[config.mk]
export PLATFORM = sky130hd
export DESIGN_NAME = weight_fetch_sequencer_flat
export DESIGN_NICKNAME = d
export VERILOG_FILES = /design/src/rtl/weight_fetch_sequencer_if.sv /design/src/rtl/weight_fetch_sequencer.sv /design/src/flat_wrapper.sv
export SDC_FILE = /design/constraint.sdc
export NUM_CORES = 1
export LEC_CHECK = 0
export CORE_UTILIZATION = 45
export DETAILED_ROUTE_END_ITERATION = 16
export GPL_TIMING_DRIVEN = 0
export HOLD_SLACK_MARGIN = 0.1
export PLACE_DENSITY = 0.89
export SYNTH_ARGS = -nofsm -noshare
export SYNTH_HDL_FRONTEND = slang
export SYNTH_SLANG_ARGS = --single-unit
[constraint.sdc]
create_clock -name clk -period 2.5 [get_ports clk]
set_input_delay 0.5 -clock clk [delete_from_list [all_inputs] [get_ports clk]]
set_output_delay 0.5 -clock clk [all_outputs]
set_load 0.05 [all_outputs]
[src/rtl/weight_fetch_sequencer_if.sv]
// -----------------------------------------------------------------------------
// weight_fetch_sequencer_if
//
// Weight stream handshake between the fetch sequencer (master) and the
// consuming MAC array (slave). A word moves when w_valid and w_ready are both
// high on the same rising edge.
//
// Signals:
//   w_data  [DW]  weight word
//   w_idx   [AW]  row index of w_data
//   w_valid       w_data/w_idx/w_last are meaningful
//   w_ready       consumer accepts the word this cycle
//   w_last        current word is the final word of the row
// -----------------------------------------------------------------------------
interface weight_fetch_sequencer_if #(
  parameter int AW = 5,
  parameter int DW = 16
);
  logic [DW-1:0] w_data;
  logic [AW-1:0] w_idx;
  logic          w_valid;
  logic          w_ready;
  logic          w_last;

  modport master (output w_data, output w_idx, output w_valid, output w_last,
                  input  w_ready);
  modport slave  (input  w_data, input  w_idx, input  w_valid, input  w_last,
                  output w_ready);
endinterface

[src/rtl/weight_fetch_sequencer.sv]
// -----------------------------------------------------------------------------
// weight_fetch_sequencer
//
// Streams one neuron row of DEPTH weight words out of a single-port BRAM. In
// IDLE the BRAM port is lent to the weight loader (wr_*); a start pulse claims
// it, reads addresses 0..DEPTH-1 and pushes each word through a 2-entry skid
// buffer onto the w_stream handshake. The row ends with a one-cycle done pulse.
//
// The BRAM samples its inputs on the falling edge, so a read presented during
// cycle k has bram_do valid at the rising edge closing cycle k; the word is
// captured into the buffer on that same edge.
//
// Parameters: DEPTH words per row, AW BRAM address width, DW word width.
//
// Ports:
//   clk, rst_n           rising-edge clock, synchronous active-low reset
//   start / busy / done  row fetch control and status
//   wr_req/addr/data/ack weight load port, served only in IDLE
//   bram_*               single-port BRAM master
//   w_stream             weight stream (weight_fetch_sequencer_if.master)
//   checksum             modulo-2^DW sum of words streamed in the current row,
//                        present only when WFS_CHECKSUM_EN is defined
// -----------------------------------------------------------------------------
module weight_fetch_sequencer #(
  parameter int DEPTH = 28,
  parameter int AW    = 5,
  parameter int DW    = 16
) (
  input  logic                      clk,
  input  logic                      rst_n,

  input  logic                      start,
  output logic                      busy,
  output logic                      done,

  input  logic                      wr_req,
  input  logic [AW-1:0]             wr_addr,
  input  logic [DW-1:0]             wr_data,
  output logic                      wr_ack,

  output logic [AW-1:0]             bram_addr,
  output logic [DW-1:0]             bram_di,
  output logic                      bram_en,
  output logic                      bram_we,
  input  logic [DW-1:0]             bram_do,

  weight_fetch_sequencer_if.master  w_stream
`ifdef WFS_CHECKSUM_EN
  ,
  output logic [DW-1:0]             checksum
`endif
);

  typedef enum logic [1:0] {IDLE, FETCH, DRAIN, FIN} state_t;

  typedef struct packed {
    logic [AW-1:0] idx;
    logic [DW-1:0] data;
  } entry_t;

  localparam logic [AW-1:0] LAST_IDX = AW'(DEPTH - 1);
  localparam logic [AW:0]   DEPTH_X  = (AW + 1)'(DEPTH);

  state_t        state_q, state_d;
  logic [AW-1:0] ptr_q;
  entry_t        head_q, tail_q;   // head_q drives the stream outputs
  logic [1:0]    occ_q;            // buffered words, 0..2
  entry_t        rd_entry;
  logic          rd_issue;
  logic          start_acc;
  logic          pop;

  assign pop      = w_stream.w_valid & w_stream.w_ready;
  assign rd_entry = '{idx: ptr_q, data: bram_do};

  // ---------------------------------------------------------------------------
  // State register
  // ---------------------------------------------------------------------------
  // NOTE: sequential state is updated with non-blocking assignments so every
  // register samples the pre-edge values regardless of block ordering.
  always_ff @(posedge clk) begin
    if (!rst_n) state_q <= IDLE;
    else        state_q <= state_d;
  end

  // ---------------------------------------------------------------------------
  // Next state and BRAM port arbitration
  // ---------------------------------------------------------------------------
  // NOTE: every output of this block gets a default first, so no path can
  // leave a value unassigned and infer a latch.
  always_comb begin
    state_d   = state_q;
    start_acc = 1'b0;
    rd_issue  = 1'b0;
    wr_ack    = 1'b0;
    bram_en   = 1'b0;
    bram_we   = 1'b0;
    bram_addr = '0;
    bram_di   = '0;

    // Everything that would touch the BRAM or acknowledge a load is held
    // off while reset is applied.
    if (rst_n) begin
      unique case (state_q)
        IDLE: begin
          if (start) begin
            // A start beats a simultaneous load; the loader keeps wr_req up.
            start_acc = 1'b1;
            state_d   = FETCH;
          end else if (wr_req) begin
            wr_ack = 1'b1;
            // Out-of-row addresses are acknowledged but never reach the BRAM.
            if ({1'b0, wr_addr} < DEPTH_X) begin
              bram_en   = 1'b1;
              bram_we   = 1'b1;
              bram_addr = wr_addr;
              bram_di   = wr_data;
            end
          end
        end
        FETCH: begin
          // A read lands in the buffer on the edge that ends its issue cycle,
          // so nothing is in flight when this decision is made and the
          // buffer occupancy alone bounds the outstanding words.
          if (occ_q < 2'd2) begin
            rd_issue  = 1'b1;
            bram_en   = 1'b1;
            bram_addr = ptr_q;
            if (ptr_q == LAST_IDX) state_d = DRAIN;
          end
        end
        DRAIN: begin
          if (pop && w_stream.w_last) state_d = FIN;
        end
        FIN: begin
          state_d = IDLE;
        end
        default: state_d = IDLE;
      endcase
    end
  end

  // ---------------------------------------------------------------------------
  // Read pointer and 2-entry output buffer
  // ---------------------------------------------------------------------------
  // NOTE: the buffer entries are reset (unlike a RAM) because they drive
  // w_data/w_idx directly and must read zero after reset.
  always_ff @(posedge clk) begin
    if (!rst_n) begin
      ptr_q  <= '0;
      head_q <= '0;
      tail_q <= '0;
      occ_q  <= '0;
    end else begin
      // The pointer parks on the last address instead of wrapping.
      if (start_acc)                         ptr_q <= '0;
      else if (rd_issue && ptr_q != LAST_IDX) ptr_q <= ptr_q + AW'(1);

      // Head only changes on a pop or when filling an empty buffer, which
      // keeps w_data/w_idx stable across a stall.
      case ({rd_issue, pop})
        2'b10: begin
          if (occ_q == 2'd0) head_q <= rd_entry;
          else               tail_q <= rd_entry;
          occ_q <= occ_q + 2'd1;
        end
        2'b01: begin
          head_q <= tail_q;
          occ_q  <= occ_q - 2'd1;
        end
        2'b11: begin
          if (occ_q == 2'd1) begin
            head_q <= rd_entry;
          end else begin
            head_q <= tail_q;
            tail_q <= rd_entry;
          end
        end
        default: ;
      endcase
    end
  end

  // ---------------------------------------------------------------------------
  // Outputs
  // ---------------------------------------------------------------------------
  assign busy             = (state_q != IDLE);
  assign done             = (state_q == FIN);
  assign w_stream.w_valid = (occ_q != 2'd0);
  assign w_stream.w_data  = head_q.data;
  assign w_stream.w_idx   = head_q.idx;
  assign w_stream.w_last  = w_stream.w_valid && (head_q.idx == LAST_IDX);

`ifdef WFS_CHECKSUM_EN
  // Running sum of transferred words; frozen between DONE and the next start.
  logic [DW-1:0] checksum_q;

  always_ff @(posedge clk) begin
    if (!rst_n)         checksum_q <= '0;
    else if (start_acc) checksum_q <= '0;
    else if (pop)       checksum_q <= checksum_q + head_q.data;
  end

  assign checksum = checksum_q;
`endif

endmodule

[src/flat_wrapper.sv]
// flat-port wrapper written by rule: the top's interface ports become plain ports
module weight_fetch_sequencer_flat 
#(
  parameter int DEPTH = 28,
  parameter int AW    = 5,
  parameter int DW    = 16
)
  (clk, rst_n, start, busy, done, wr_req, wr_addr, wr_data, wr_ack, bram_addr, bram_di, bram_en, bram_we, bram_do, w_stream_w_data, w_stream_w_idx, w_stream_w_valid, w_stream_w_last, w_stream_w_ready);
  weight_fetch_sequencer_if #(.AW(AW), .DW(DW)) w_stream_i ();
  input  logic clk;
  input  logic rst_n;
  input  logic start;
  output logic busy;
  output logic done;
  input  logic wr_req;
  input  logic [AW-1:0] wr_addr;
  input  logic [DW-1:0] wr_data;
  output logic wr_ack;
  output logic [AW-1:0] bram_addr;
  output logic [DW-1:0] bram_di;
  output logic bram_en;
  output logic bram_we;
  input  logic [DW-1:0] bram_do;
  output wire logic [$bits(w_stream_i.w_data)-1:0] w_stream_w_data;
  output wire logic [$bits(w_stream_i.w_idx)-1:0] w_stream_w_idx;
  output wire logic [$bits(w_stream_i.w_valid)-1:0] w_stream_w_valid;
  output wire logic [$bits(w_stream_i.w_last)-1:0] w_stream_w_last;
  input wire logic [$bits(w_stream_i.w_ready)-1:0] w_stream_w_ready;
  assign w_stream_w_data = w_stream_i.w_data;
  assign w_stream_w_idx = w_stream_i.w_idx;
  assign w_stream_w_valid = w_stream_i.w_valid;
  assign w_stream_w_last = w_stream_i.w_last;
  assign w_stream_i.w_ready = w_stream_w_ready;
  weight_fetch_sequencer #(.DEPTH(DEPTH), .AW(AW), .DW(DW)) u_core (.clk(clk), .rst_n(rst_n), .start(start), .busy(busy), .done(done), .wr_req(wr_req), .wr_addr(wr_addr), .wr_data(wr_data), .wr_ack(wr_ack), .bram_addr(bram_addr), .bram_di(bram_di), .bram_en(bram_en), .bram_we(bram_we), .bram_do(bram_do), .w_stream(w_stream_i));
endmodule
==> results.tsv <==
metric	value	unit
outcome	finished clean	
Placed Instances	437	
Starting Density	47.0	%
worst vdd ir	770	µV
CP endpoint kind	output port	
clock tree sinks	51	
critical path peak fanout	10	
drt initial violations	98	
Worst Path Required	2.00	ns
largest net degree at the start of global routing	19	
final period utilization	97.9	%
Hold-fix buffers, CTS	0	
Worst Setup Path Type	in2out	
Clk Latency, worst-skew pair	0.31	ns
sequential area share after synthesis	38.9	%
Layout Nets	423	
Die Wd	78.3	µm
Leak	1.59	nW
GR Util met1	24.3	%
core region area	5570	µm²
Avg Cell Area, Syn	9.54	µm²
ant diodes	0	
TritonCTS clock tree	done	
Final HPWL DP	4620	µm
vias in the first global route	2163	
Cell Area, Synth	2620	µm²
drc violations	0	
Worst-Margin Slew	0.510	ns
initial antenna violation count	0	
relative slew slack	65.9	%
TritonRoute pass-1 iters	4	
total grt overflow	0	
fill cell count	461	
TritonCTS Buffers	5	
gr usage total	21.2	%
syn nets	327	
global-route wire length before repair	10100	µm
Worst Skew	0.00720	ns
Antenna Nets Post-Route	0	
M3 GR Usage	5.93	%
die area	6140	µm²
Main synth FF type	dfxtp_1	
RePlAce Congestion	0.759	
final wirelength	6370	µm
clock buffer depth	2	
vias per cell	5.25	
Clock Tree Root	clkbuf_8	
Die Ht	78.3	µm
Pwr Total	0.00407	W
input/output buffers	90	
Hold Violations, Final	0	
min cycle time layout	2.45	ns
Final Max Tran Viols	0	
Hold Crit Class	reg2reg	
startpoint types	primary input	
EDFF count, synth	0	
cell area power density	1100	nW/µm²
CTS clk-pin slew, worst paths	0.09	ns
# rows	27	
FF+latch count, synth	51	
MaxCap Viol Count	0	
Async SR Flop Fraction	0	%
CTS H-tree lvls	2	
fin cells	444	
fmax	409	MHz
average wire per standard cell	14.3	µm
Final Setup Violations	0	
Syn Inst Count	275	
busiest layer in global routing	met2	
GR Layer Usage met2	37.7	%
num ports	91	
Yosys cell types	42	
Crit path arrival time	1.95	ns
area growth from synthesis to layout	40.5	%
setup bufs post-CTS	0	
layout cells sized above 1	19.1	%
synth warn	0	
Vias	2330	
[registers in the layout, indices dropped and copies added, names as in the netlist]
name / cells
u_core.w_stream.w_data: 16
u_core.tail_q: 21
u_core.occ_q: 2
u_core.ptr_q: 5
u_core.state_q: 2
u_core.w_stream.w_idx: 5
[what timing repair did]
item                       4_1_cts  5_1_grt
setup endpoints to repair       26       22
hold endpoints to repair         0        0
gates cloned                     0        0
gates resized for setup        117       14
[synth_stat cells (6+ instances only)]
cell type / number / area (µm²)
nor2_1: 31 / 116
clkbuf_1: 6 / 22.5
ha_1: 10 / 125
nor2b_1: 22 / 138
a221oi_2: 9 / 135
mux2i_1: 22 / 220
dfxtp_1: 51 / 1020
and2_1: 20 / 125
o21ai_0: 17 / 85.1
a221oi_1: 11 / 96.3
inv_1: 7 / 26.3
nand2_1: 14 / 52.6
[layer usage]
| layer | vias up | share of wire (%) |
|---|---|---|
| met5 | - | 0 |
| met4 | 0 | 1.5 |
| met3 | 9 | 7.1 |
| met2 | 86 | 49 |
| met1 | 1076 | 42 |
| li1 | 1159 | - |
[cell families after synthesis]
group | after synthesis | synth area share [%]
simple gates | 105 | 22.6
mux | 22 | 8.40
buf+inv | 27 | 6.06
xor+xnor | 6 | 2.00
fa+ha+maj | 10 | 4.77
compound gates | 54 | 17.2
flops | 51 | 38.9
[critical path: stages]
cell and delay [ns]:
clkdlybuf4s50_1 0.50, and3b_2 0.24, and3_4 0.21, buf_4 0.16, and2_1 0.16, buf_4 0.18
[final cells by class]
| cell class | instances | area [µm²] | share of cell area (%) |
|---|---|---|---|
| clock buffers | 5 | 68.8 | 1.87 |
| inverters | 9 | 41.3 | 1.12 |
| plain buffers | 17 | 119 | 3.23 |
| clock inverters | 3 | 26.3 | 0.713 |
| flip-flops and latches | 51 | 1020 | 27.8 |
| well taps | 72 | 90.1 | 2.44 |
| repair buffers | 90 | 858 | 23.3 |
| multi-input cells | 197 | 1460 | 39.6 |
[cells in the final DEF, fill, tap and decap left out, types with 2 or more instances in the layout]
master           instances
clkdlybuf4s15_2          7
nor2b_1                 22
mux2i_1                 22
xnor2_1                  2
buf_2                    7
dfxtp_1                 49
nor3b_2                  3
clkdlybuf4s50_1         63
a221oi_2                 9
nand3_1                  4
inv_1                    7
inv_6                    4
ha_1                     9
clkbuf_2                 3
dfxtp_2                  2
dlygate4sd2_1            2
o21ai_0                 17
clkbuf_1                 3
clkdlybuf4s18_2          2
a21oi_1                  2
buf_4                   13
a22oi_1                  4
nand4_1                  2
clkbuf_8                 5
buf_6                    5
clkbuf_4                 2
o21a_1                   2
xor2_1                   4
and2_1                  20
a221oi_1                11
nand2_1                 14
nor2_1                  31
[power breakdown]
part	internal, W	switching [W]	total [W]
logic	0.000894	0.00150	0.00239
clock network	0.000208	0.000292	0.000500
registers	0.00104	0.000139	0.00118
[metrics by stage]
step / hold slack (ns) / area (µm²) / setup TNS, ns / utilization [%] / setup slack [ns]
finish: 0.501 / 3680 / 0 / 66.1 / 0.0534
global route: 0.514 / 3680 / -0.00488 / 66.1 / -0.00320
CTS: 0.502 / 3690 / 0 / 66.2 / 0.0133
detailed placement: 0.500 / 3620 / -23.97 / 64.9 / -0.930
global placement: 0.485 / 3620 / -21.27 / 64.9 / -0.912
floorplan: 0.471 / 2630 / 0 / - / 0.0795
[final timing paths]
| kind | slack, ns | endpoint | startpoint | depth (start not counted) |
|---|---|---|---|---|
| worst min register to register | 0.50 | u_core.state_q[1]$_SDFFE_PN0P_ | u_core.state_q[1]$_SDFFE_PN0P_ | 2 |
| worst max-delay path | 0.05 | bram_di[14] | start | 6 |
| worst max register to register | 0.13 | u_core.w_stream.w_idx[4]$_SDFFE_PN0P_ | u_core.occ_q[1]$_SDFFE_PN0P_ | 10 |
| worst min-delay path | 0.50 | u_core.state_q[1]$_SDFFE_PN0P_ | u_core.state_q[1]$_SDFFE_PN0P_ | 2 |
Power figures use the tool's default switching activity.
